[config.mk]
export PLATFORM = sky130hd
export DESIGN_NAME = correlating_predictor
export DESIGN_NICKNAME = d
export VERILOG_FILES = /design/src/rtl/correlating_predictor_pkg.sv /design/src/rtl/correlating_predictor_sat_counter.sv /design/src/rtl/correlating_predictor.sv
export SDC_FILE = /design/constraint.sdc
export NUM_CORES = 1
export LEC_CHECK = 0
export ABC_CLOCK_PERIOD_IN_PS = 1900
export CAP_MARGIN = 20
export CORE_AREA = 3 3 49 51
export CTS_CLUSTER_DIAMETER = 50
export DETAILED_ROUTE_END_ITERATION = 16
export DIE_AREA = 0 0 52 54
export PLACE_DENSITY_LB_ADDON = 0.15
export SLEW_MARGIN = 30
export SYNTH_ARGS = -nofsm -noshare
export SYNTH_HDL_FRONTEND = slang
export SYNTH_SLANG_ARGS = --single-unit
[constraint.sdc]
create_clock -name clk -period 1.9 [get_ports clk]
set_input_delay 0.19 -clock clk [delete_from_list [all_inputs] [get_ports clk]]
set_output_delay 0.19 -clock clk [all_outputs]
set_load 0.005 [all_outputs]
[src/rtl/correlating_predictor_pkg.sv]
// Shared definitions for the correlating branch predictor: counter encodings,
// reset value and the saturating up/down step.
package correlating_predictor_pkg;

  localparam logic [1:0] CTR_SNT = 2'b00;
  localparam logic [1:0] CTR_WNT = 2'b01;
  localparam logic [1:0] CTR_WT  = 2'b10;
  localparam logic [1:0] CTR_ST  = 2'b11;

  // A 1-bit counter has no "weak" state, so it resets to not-taken.
  function automatic int unsigned ctr_reset_val(input int unsigned ctr_w);
    return (ctr_w == 1) ? 32'd0 : 32'(CTR_WNT);
  endfunction

  function automatic int unsigned sat_next(input int unsigned cur,
                                           input int unsigned max_val,
                                           input logic up);
    if (up) return (cur >= max_val) ? cur : cur + 1;
    return (cur == 0) ? cur : cur - 1;
  endfunction

endpackage

[src/rtl/correlating_predictor_sat_counter.sv]
// CTR_W-bit up/down saturating counter, one per prediction table entry.
module sat_counter
  import correlating_predictor_pkg::*;
#(
  parameter int CTR_W = 2
) (
  input  logic             clk,
  input  logic             rst,
  input  logic             en,
  input  logic             up,
  output logic [CTR_W-1:0] count
);

  localparam int unsigned      MAX_VAL = (1 << CTR_W) - 1;
  localparam logic [CTR_W-1:0] RST_VAL = CTR_W'(ctr_reset_val(CTR_W));

  always_ff @(posedge clk or negedge rst) begin
    if (!rst) count <= RST_VAL;
    else if (en) count <= CTR_W'(sat_next(32'(count), MAX_VAL, up));
  end

endmodule

[src/rtl/correlating_predictor.sv]
// (m,n) correlating branch predictor: global history plus a table of
// saturating counters indexed by {ghr, branch_address}.
// Optional statistics counters: define CORRELATING_PREDICTOR_STATS_EN.
module correlating_predictor
  import correlating_predictor_pkg::*;
#(
  parameter int ADDR_W = 1,
  parameter int HIST_W = 2,
  parameter int CTR_W  = 2,
  parameter int STAT_W = 32
) (
  input  logic              clk,
  input  logic              rst,
  input  logic              enable,
  input  logic [ADDR_W-1:0] branch_address,
  input  logic              branch_result,
`ifdef CORRELATING_PREDICTOR_STATS_EN
  output logic [STAT_W-1:0] hit_count,
  output logic [STAT_W-1:0] miss_count,
`endif
  output logic              prediction
);

  localparam int IDX_W   = HIST_W + ADDR_W;
  localparam int ENTRIES = 1 << IDX_W;

  logic [HIST_W-1:0] ghr;
  logic [IDX_W-1:0]  idx;
  logic [CTR_W-1:0]  ctr [ENTRIES];
  logic              cur_pred;

  assign idx      = {ghr, branch_address};
  assign cur_pred = ctr[idx][CTR_W-1];

  for (genvar gi = 0; gi < ENTRIES; gi++) begin : g_tbl
    sat_counter #(.CTR_W(CTR_W)) u_ctr (
      .clk   (clk),
      .rst   (rst),
      .en    (enable && (idx == IDX_W'(gi))),
      .up    (branch_result),
      .count (ctr[gi])
    );
  end

  // Truncating {ghr, result} keeps the newest HIST_W outcomes, also for HIST_W=1.
  always_ff @(posedge clk or negedge rst) begin
    if (!rst) begin
      ghr        <= '0;
      prediction <= 1'b0;
    end else if (enable) begin
      ghr        <= HIST_W'({ghr, branch_result});
      prediction <= cur_pred;
    end
  end

`ifdef CORRELATING_PREDICTOR_STATS_EN
  always_ff @(posedge clk or negedge rst) begin
    if (!rst) begin
      hit_count  <= '0;
      miss_count <= '0;
    end else if (enable) begin
      if (cur_pred == branch_result) hit_count  <= hit_count + STAT_W'(1);
      else                           miss_count <= miss_count + STAT_W'(1);
    end
  end
`endif

endmodule

==> reports/results.txt, run 1 <==
The run finished with clean final reports. The power density over cell area is 794 nW/µm². The logs give 6.86 ps for the clock skew and 0 for the number of antenna violations at the first check in global routing. The overall die area was 2810 µm². Cells with a size suffix above 1 make up 23.6% of the layout. No sink is reached through more buffers than the 2 on the longest clock path. After detailed routing, the number of vias per cell comes to 5.86. The tools report the placed cell area as 1180 µm². At the later pin of the worst-skew pair, clock insertion delay measures 290 ps. The endpoint identified for the worst register-to-register timing path is prediction$_DFFE_PN0P_. Once the clock tree was built, the setup fixing pass inserted 0 buffers. The synthesized netlist devotes 18.1% of its cell area to simple gates. Across the whole layout, storage elements account for 485 µm².

In this run the critical register-to-register path is launched from ghr[0]$_DFFE_PN0P_. The fmax was 641 MHz. The number of global-route vias before repair is 769, and the final HPWL from detailed placement is 1380 µm.

The tree built by TritonCTS fans out to 19 sinks. In the final routed layout, each cell accounts on average for 15.1 µm. STA classifies the critical path endpoint as a flip-flop. The global-route wire length before repair was 3640 µm; the total length of routed wires was 2070 µm. After floorplanning, the core was sized to cover 1980 µm². The post-synthesis mux area share works out to 9.39%.

After synthesis, the largest family of logic cells by area is compound AO/OA/AOI/OAI gates. The overall die width works out to 52 µm. The first TritonRoute pass finished after 4 iterations. The slew at the pin closest to its max-slew limit was 572 ps. The min-delay analysis places its worst path in the category primary input to asynchronous set/reset pin. The share of synthesized registers carrying an async set or reset is 100%. Summing the areas of all compound-gate instances in the mapped netlist gives 22.7% of the synthesized area. Total met2 wirelength after detailed routing: 880 µm. Across all register-to-register paths, the minimum setup slack is 340 ps.

Dividing the final minimum period by the clock period gives 82.1%. After synthesis, flip-flops and latches occupy 43.4% of the total area. Setup repair after global routing left no endpoint under its margin. The most used flip-flop cell after synthesis is dfrtp_1. The tools report the cell area after technology mapping as 1120 µm². The run gives 0 as the number of pins with negative max-slew slack in the final report. The net count after synthesis is 109. The smallest clock period supported by the final layout is computed as 1560 ps.

Once detail routing completed, the nets flagged for antenna violations numbered 0. The vertical die dimension is 54 µm, and the global-route usage over all layers is 17.6%. Clock-pin slew was measured on the worst setup and hold paths at 120 ps. For the peak supply drop, the log shows 0.629 mV. The tools report the number of failing hold endpoints at the final stage as 0. 6 I/O pins were placed. Number of enable-type register cells in the synthesized netlist: 0.

The setup TNS came out at 0 ps. The area growth from synthesis to layout is 7.49%. Overall power consumption after layout is estimated at 0.000956 W.

The congestion estimate from routability-driven global placement came to 0.717. Once the floorplan was initialized, standard cells occupied 56.5% of the core. The tools report the worst path required time as 2130 ps. Summing all multi-input logic gate instances after layout gives 562 µm². The number of register bits inferred by synthesis is 19. For the count of filler cells inserted in the layout, the log shows 166. The routed design uses 56 µm of met3 wire. The H-tree level count came out at 1. The number of antenna cells inserted was 0; the routed length on met1 was 1110 µm. Measured against its own limit, the worst slew margin works out to 61.8%. TritonCTS built the clock tree.

The Yosys step of the flow raised 0 warnings. Counting the buffers created by CTS gives 3. The logic depth of the worst register-to-register path is 3, and the count of input and output buffers is 5. In this run, distinct cell masters in the synthesized netlist total 29. The tools report the post-route cell area as 1200 µm². The tools report the number of maximum-capacitance constraint violations as 0. The worst setup path is launched from a flip-flop.

Entering global routing, the biggest net connects 20 pins. Once the clock tree was built, the resizer swapped 0 gates to a different size. For the routed via count, the log shows 803. The initialized floorplan defines 16 standard-cell rows. In this run the static leakage power is 0.476 nW. At the end of the flow, the number of nets in the layout was 116.

The path type of the worst setup path is flip-flop to flip-flop. Clock tree synthesis selected as its root buffer the cell clkbuf_4. Of all nets on the critical path, the largest fanout is 16. After detailed routing, the number of remaining DRC violations is 0. The mean instance size in the synthesized netlist was 10.8 µm²; the xor/xnor cell area share of the yosys netlist was 0%.

Global routing finished with a remaining overflow of 0. STA puts the critical path data arrival time at 1790 ps. For the DRC violation total after the first TritonRoute iteration, the log shows 15.

Count of hold-fix buffers inserted at cts: 0. The total setup violations reported at the end of the flow was 0. The synthesized netlist devotes 0% of its cell area to adder and majority cells. Counting every instance in the synthesized netlist gives 104.

The highest layer touched by signal routing is met4.
worst max path at each step:
stage                                   from  depth (start not counted)                                  end
after floorplan           ghr[0]$_DFFE_PN0P_                          5               prediction$_DFFE_PN0P_
after global placement        branch_address                          4  g_tbl[0].u_ctr.count[0]$_DFFE_PN1P_
after detailed placement      branch_address                          4  g_tbl[0].u_ctr.count[0]$_DFFE_PN1P_
after CTS                 ghr[0]$_DFFE_PN0P_                          3               prediction$_DFFE_PN0P_
after global routing      ghr[0]$_DFFE_PN0P_                          3  g_tbl[3].u_ctr.count[1]$_DFFE_PN0P_
final                     ghr[0]$_DFFE_PN0P_                          3               prediction$_DFFE_PN0P_
cell usage after synthesis (2+ instances only):
| cell type | n | area, µm² |
|---|---|---|
| dfstp_2 | 8 | 210 |
| a221o_1 | 4 | 40.0 |
| nand2_1 | 4 | 15.0 |
| buf_2 | 3 | 15.0 |
| nor2_1 | 4 | 15.0 |
| mux2_2 | 2 | 22.5 |
| dfrtp_1 | 11 | 275 |
| inv_1 | 6 | 22.5 |
| mux2i_1 | 6 | 60.1 |
| nand2b_1 | 3 | 18.8 |
| o21ba_2 | 3 | 30.0 |
| nand4b_1 | 2 | 17.5 |
| a21oi_1 | 8 | 40.0 |
| nand4bb_1 | 2 | 22.5 |
| o2bb2ai_1 | 3 | 26.3 |
| nor3b_1 | 4 | 30.0 |
| nand3b_1 | 3 | 22.5 |
| o21ai_0 | 15 | 75.1 |
| o221a_2 | 3 | 33.8 |
registers in the layout (all words and copies together) (netlist names):
name               count
prediction             1
g_tbl.u_ctr.count     16
ghr                    2
through the flow:
| step | std cells | hold slack [ps] | utilization [%] | setup slack [ps] |
|---|---|---|---|---|
| global placement | 133 | 502 | 59.3 | 228 |
| global route | 137 | 213 | 60.7 | 228 |
| detailed placement | 133 | 511 | 59.3 | 177 |
| finish | 137 | 213 | 60.7 | 340 |
| floorplan | 104 | -106 | - | 539 |
| CTS | 137 | 204 | 60.7 | 337 |
layout make-up:
| class | count | area share [%] |
|---|---|---|
| multi-input combinational | 73 | 46.7 |
| sequential | 19 | 40.3 |
| timing repair buffer | 8 | 6.03 |
| tap | 27 | 2.81 |
| clock buffer | 3 | 1.87 |
| inverter | 6 | 1.87 |
| clock inverter | 1 | 0.416 |
power breakdown:
part,total (W),internal [W],switching [W]
clock network,0.000206,0.0000783,0.000128
logic,0.000173,0.000106,0.0000666
registers,0.000577,0.000495,0.0000825
worst max-delay path, stage by stage (launching register included):
cell and delay [ps]:
dfrtp_1 720, mux2i_1 160, mux4_2 470, mux2i_1 150
metal layers:
| metal | up-vias | GRT usage (%) |
|---|---|---|
| li1 | 405 | - |
| met1 | 387 | 24.3 |
| met2 | 9 | 27.6 |
| met3 | 2 | 2.49 |
| met4 | 0 | 7.86 |
| met5 | - | 0 |
cells in the final DEF (no fill, tap or decap), drive strengths merged, types with 4 or more instances in the layout:
cell,count
a21oi,8
a221o,4
clkdlybuf4s50,5
dfrtp,11
dfstp,8
inv,6
mux2i,6
nand2,4
nor2,4
nor3b,4
o21ai,15
cells by family after synthesis:
family / after synthesis
multiplexers: 9
AND/OR/NAND/NOR: 27
buffers and inverters: 12
AO/OA/AOI/OAI: 37
flip-flops: 19
Power figures use the tool's default switching activity.
==> run 2, diff against run 1 <==
--- a/config.mk
+++ b/config.mk
@@ -5,7 +5,7 @@
 export SDC_FILE = /design/constraint.sdc
 export NUM_CORES = 1
 export LEC_CHECK = 0
-export ABC_CLOCK_PERIOD_IN_PS = 1900
+export ABC_CLOCK_PERIOD_IN_PS = 1550
 export CAP_MARGIN = 20
 export CORE_AREA = 3 3 49 51
 export CTS_CLUSTER_DIAMETER = 50
==> constraint.sdc (replaced) <==
create_clock -name clk -period 1.55 [get_ports clk]
set_input_delay 0.155 -clock clk [delete_from_list [all_inputs] [get_ports clk]]
set_output_delay 0.155 -clock clk [all_outputs]
set_load 0.005 [all_outputs]
==> run 2 against run 1 <==
  * Final cell count increased by 3.6%
  * Sequential power increased by 24%
  * Largest cell class unchanged
  * Die area unchanged
==> reports/results.txt, run 2 (synthesized netlist as in run 1, its figures left out) <==
The flow ran to the end, and the final reports show no timing, DRC or antenna violations. The global-route wire length before repair came out at 3680 µm (+0.93%). Path type of the worst setup path: flip-flop to flip-flop. Setup repair after global routing left no endpoint under its margin. Final net count: 121 (+4.3%). The worst setup path is captured at a flip-flop. The run gives 7 (-8) as the DRC violation total after the first TritonRoute iteration. The flip-flop count of the largest register, all copies and words added is 16 (unchanged). Post-route cell area: 1250 µm² (+4.3%).

The number of buffers between clock root and the deepest sink is 2 (unchanged), and the final clock period utilization by the worst path is 93.3% (+11 points). The effective utilization at floorplan was 56.5% (unchanged); the overall power consumption was 0.00121 W (+26%). The average wire per cell in the routed design was 16.1 µm (+6.7%); the largest net degree at the start of global routing was 20 (unchanged). The count of input and output buffers was 5 (unchanged); the total overflow reported by the global router was 0 (unchanged). The slew at the pin closest to its max-slew limit is 429 ps (-143 ps), and the routed via count divided by cell count is 6.28 (+7.2%). The routed via count is 892 (+11%). The number of antenna cells inserted was 0 (unchanged). Number of failing hold endpoints at the final stage: 0 (unchanged).

The run gives 0.504 nW (+5.9%) as the cell leakage power. Root buffer cell: clkbuf_4. The number of global-route vias before repair came out at 816 (+6.1%). Power density over cell area: 963 nW/µm² (+21%). The count of hold-fix buffers inserted at cts is 0 (unchanged).

The fmax is 691 MHz (+7.8%), and the count of filler cells inserted in the layout is 152 (-8.4%). For the number of maximum-capacitance constraint violations, the log shows 0 (unchanged). The number of standard-cell rows in the floorplan is 16 (unchanged), and the global-route usage over all layers is 18.4% (+0.73 points). The clock-pin slew reported for the worst setup and hold paths after clock tree synthesis came out at 110 ps (about the same). For the post-detailed-route count of antenna-violating nets, the log shows 0 (unchanged).

Overall die area: 2810 µm² (unchanged). The vertical die dimension was 54 µm (unchanged); the shortest period the worst path allows was 1450 ps (-113 ps). The I/O pin count was 6 (unchanged); the clock skew was 2.83 ps (-4.03 ps). STA classifies the critical path startpoint as a flip-flop. The latest clock arrival within the worst-skew pair came out at 310 ps (+20 ps). Normalized max-slew margin: 71.4% (+9.5 points). Standard cell core area: 1980 µm² (unchanged). Total clock sinks: 19 (unchanged). The placed cell area is 1230 µm² (+4.3%), and the number of iterations in the first detailed-routing pass is 4 (unchanged). H-tree level count: 1 (unchanged). The final worst hold slack came out at 160 ps (-53.2 ps). The number of remaining DRC errors is 0 (unchanged). The peak supply drop was 0.665 mV (+5.6%); the final HPWL from detailed placement was 1600 µm (+17%). The min-delay analysis places its worst path in the category primary input to asynchronous set/reset pin. From synthesis to final layout, the design area changed by 12.1%. Clock buffer count from CTS: 3 (unchanged). The run gives 0 (unchanged) as the total setup violations reported at the end of the flow. Number of pins with negative max-slew slack in the final report: 0 (unchanged). The most common cell after layout, fill and taps aside is o21ai_0. In the layout the commonest cells are o21ai_0 (15), dfrtp_1 (10), a21oi_1 (8), dfstp_2 (8), buf_4 (7). The buffer count from post-CTS setup fixing is 0 (unchanged), and the setup TNS is 0 ps (unchanged). For the endpoint arrival time on the critical path, the log shows 1650 ps (-140 ps). Total length of routed wires: 2290 µm (+11%). Worst path required time: 1750 ps (-380 ps). TritonCTS built the clock tree. The number of antenna violations at the first check in global routing came out at 0 (unchanged). The reg2reg setup slack came out at 100 ps (-240 ps). Largest fanout on the critical path: 14 (-2). In the final layout, the registers with the most flip-flops are g_tbl.u_ctr.count: 16 flops, ghr: 2 flops, prediction: 1 flops.

The largest register by flop count is g_tbl.u_ctr.count. The tools report the placer's final routability congestion estimate as 0.750 (+4.7%). The fraction of layout instances using a drive strength above 1 was 27.8% (+4.2 points); the overall die width was 52 µm (unchanged).
run 2: cell types whose count changed in the layout (fill, tap and decap cells not counted):
| cell | change |
|---|---|
| dfrtp_1 | -1 |
| buf_4 | +4 |
| dfrtp_2 | +1 |
| buf_12 | +1 |
run 2: critical path, stage by stage (launching register included):
cell and delay [ps]:
dfrtp_2 520, buf_4 190, nor4b_4 270, buf_4 180, nand2b_1 60, o2bb2ai_1 120
run 2: report_power, final:
group / switching, W / internal [W]
Clock: 0.000170 / 0.0000967
Combinational: 0.0000854 / 0.000142
Sequential: 0.000107 / 0.000607
run 2: stage by stage:
stage | std cells | utilization [%] | setup slack (ps)
2_1_floorplan | 104 | - | 189
3_3_place_gp | 138 | 61.9 | 27.0
3_5_place_dp | 138 | 61.9 | -15.7
4_1_cts | 142 | 63.3 | 20.6
5_1_grt | 142 | 63.3 | 28.9
6_report | 142 | 63.3 | 103
run 2: layer usage:
layer,track usage (%),share of wire (%)
met4,12.2,2.8
met3,2.49,2.9
met1,22.2,47
met5,0,0
met2,30.5,47
run 2: cell type report:
| cell class | instances | area (µm²) | area share [%] |
|---|---|---|---|
| inverters | 6 | 22.5 | 1.79 |
| multi-input cells | 73 | 562 | 44.8 |
| clock buffers | 3 | 22.5 | 1.79 |
| clock inverters | 1 | 5.00 | 0.399 |
| flip-flops and latches | 19 | 487 | 38.8 |
| well taps | 27 | 33.8 | 2.69 |
| repair buffers | 13 | 123 | 9.77 |
run 2: final timing paths:
| kind | startpoint | end | depth (start not counted) |
|---|---|---|---|
| max | ghr[0]$_DFFE_PN0P_ | g_tbl[0].u_ctr.count[1]$_DFFE_PN0P_ | 5 |
| min | rst | g_tbl[7].u_ctr.count[1]$_DFFE_PN0P_ | 2 |
| max reg2reg | ghr[0]$_DFFE_PN0P_ | g_tbl[0].u_ctr.count[1]$_DFFE_PN0P_ | 5 |
| min reg2reg | g_tbl[7].u_ctr.count[0]$_DFFE_PN1P_ | g_tbl[7].u_ctr.count[0]$_DFFE_PN1P_ | 2 |
| max in group asynchronous | rst | g_tbl[5].u_ctr.count[0]$_DFFE_PN1P_ | 2 |
| min in group clk | g_tbl[7].u_ctr.count[0]$_DFFE_PN1P_ | g_tbl[7].u_ctr.count[0]$_DFFE_PN1P_ | 2 |
run 2: repair_timing:
item | 4_1_cts | 5_1_grt
resized for setup | 0 | 1
endpoints found under the setup margin | 0 | 3
hold endpoints to repair | 0 | 0
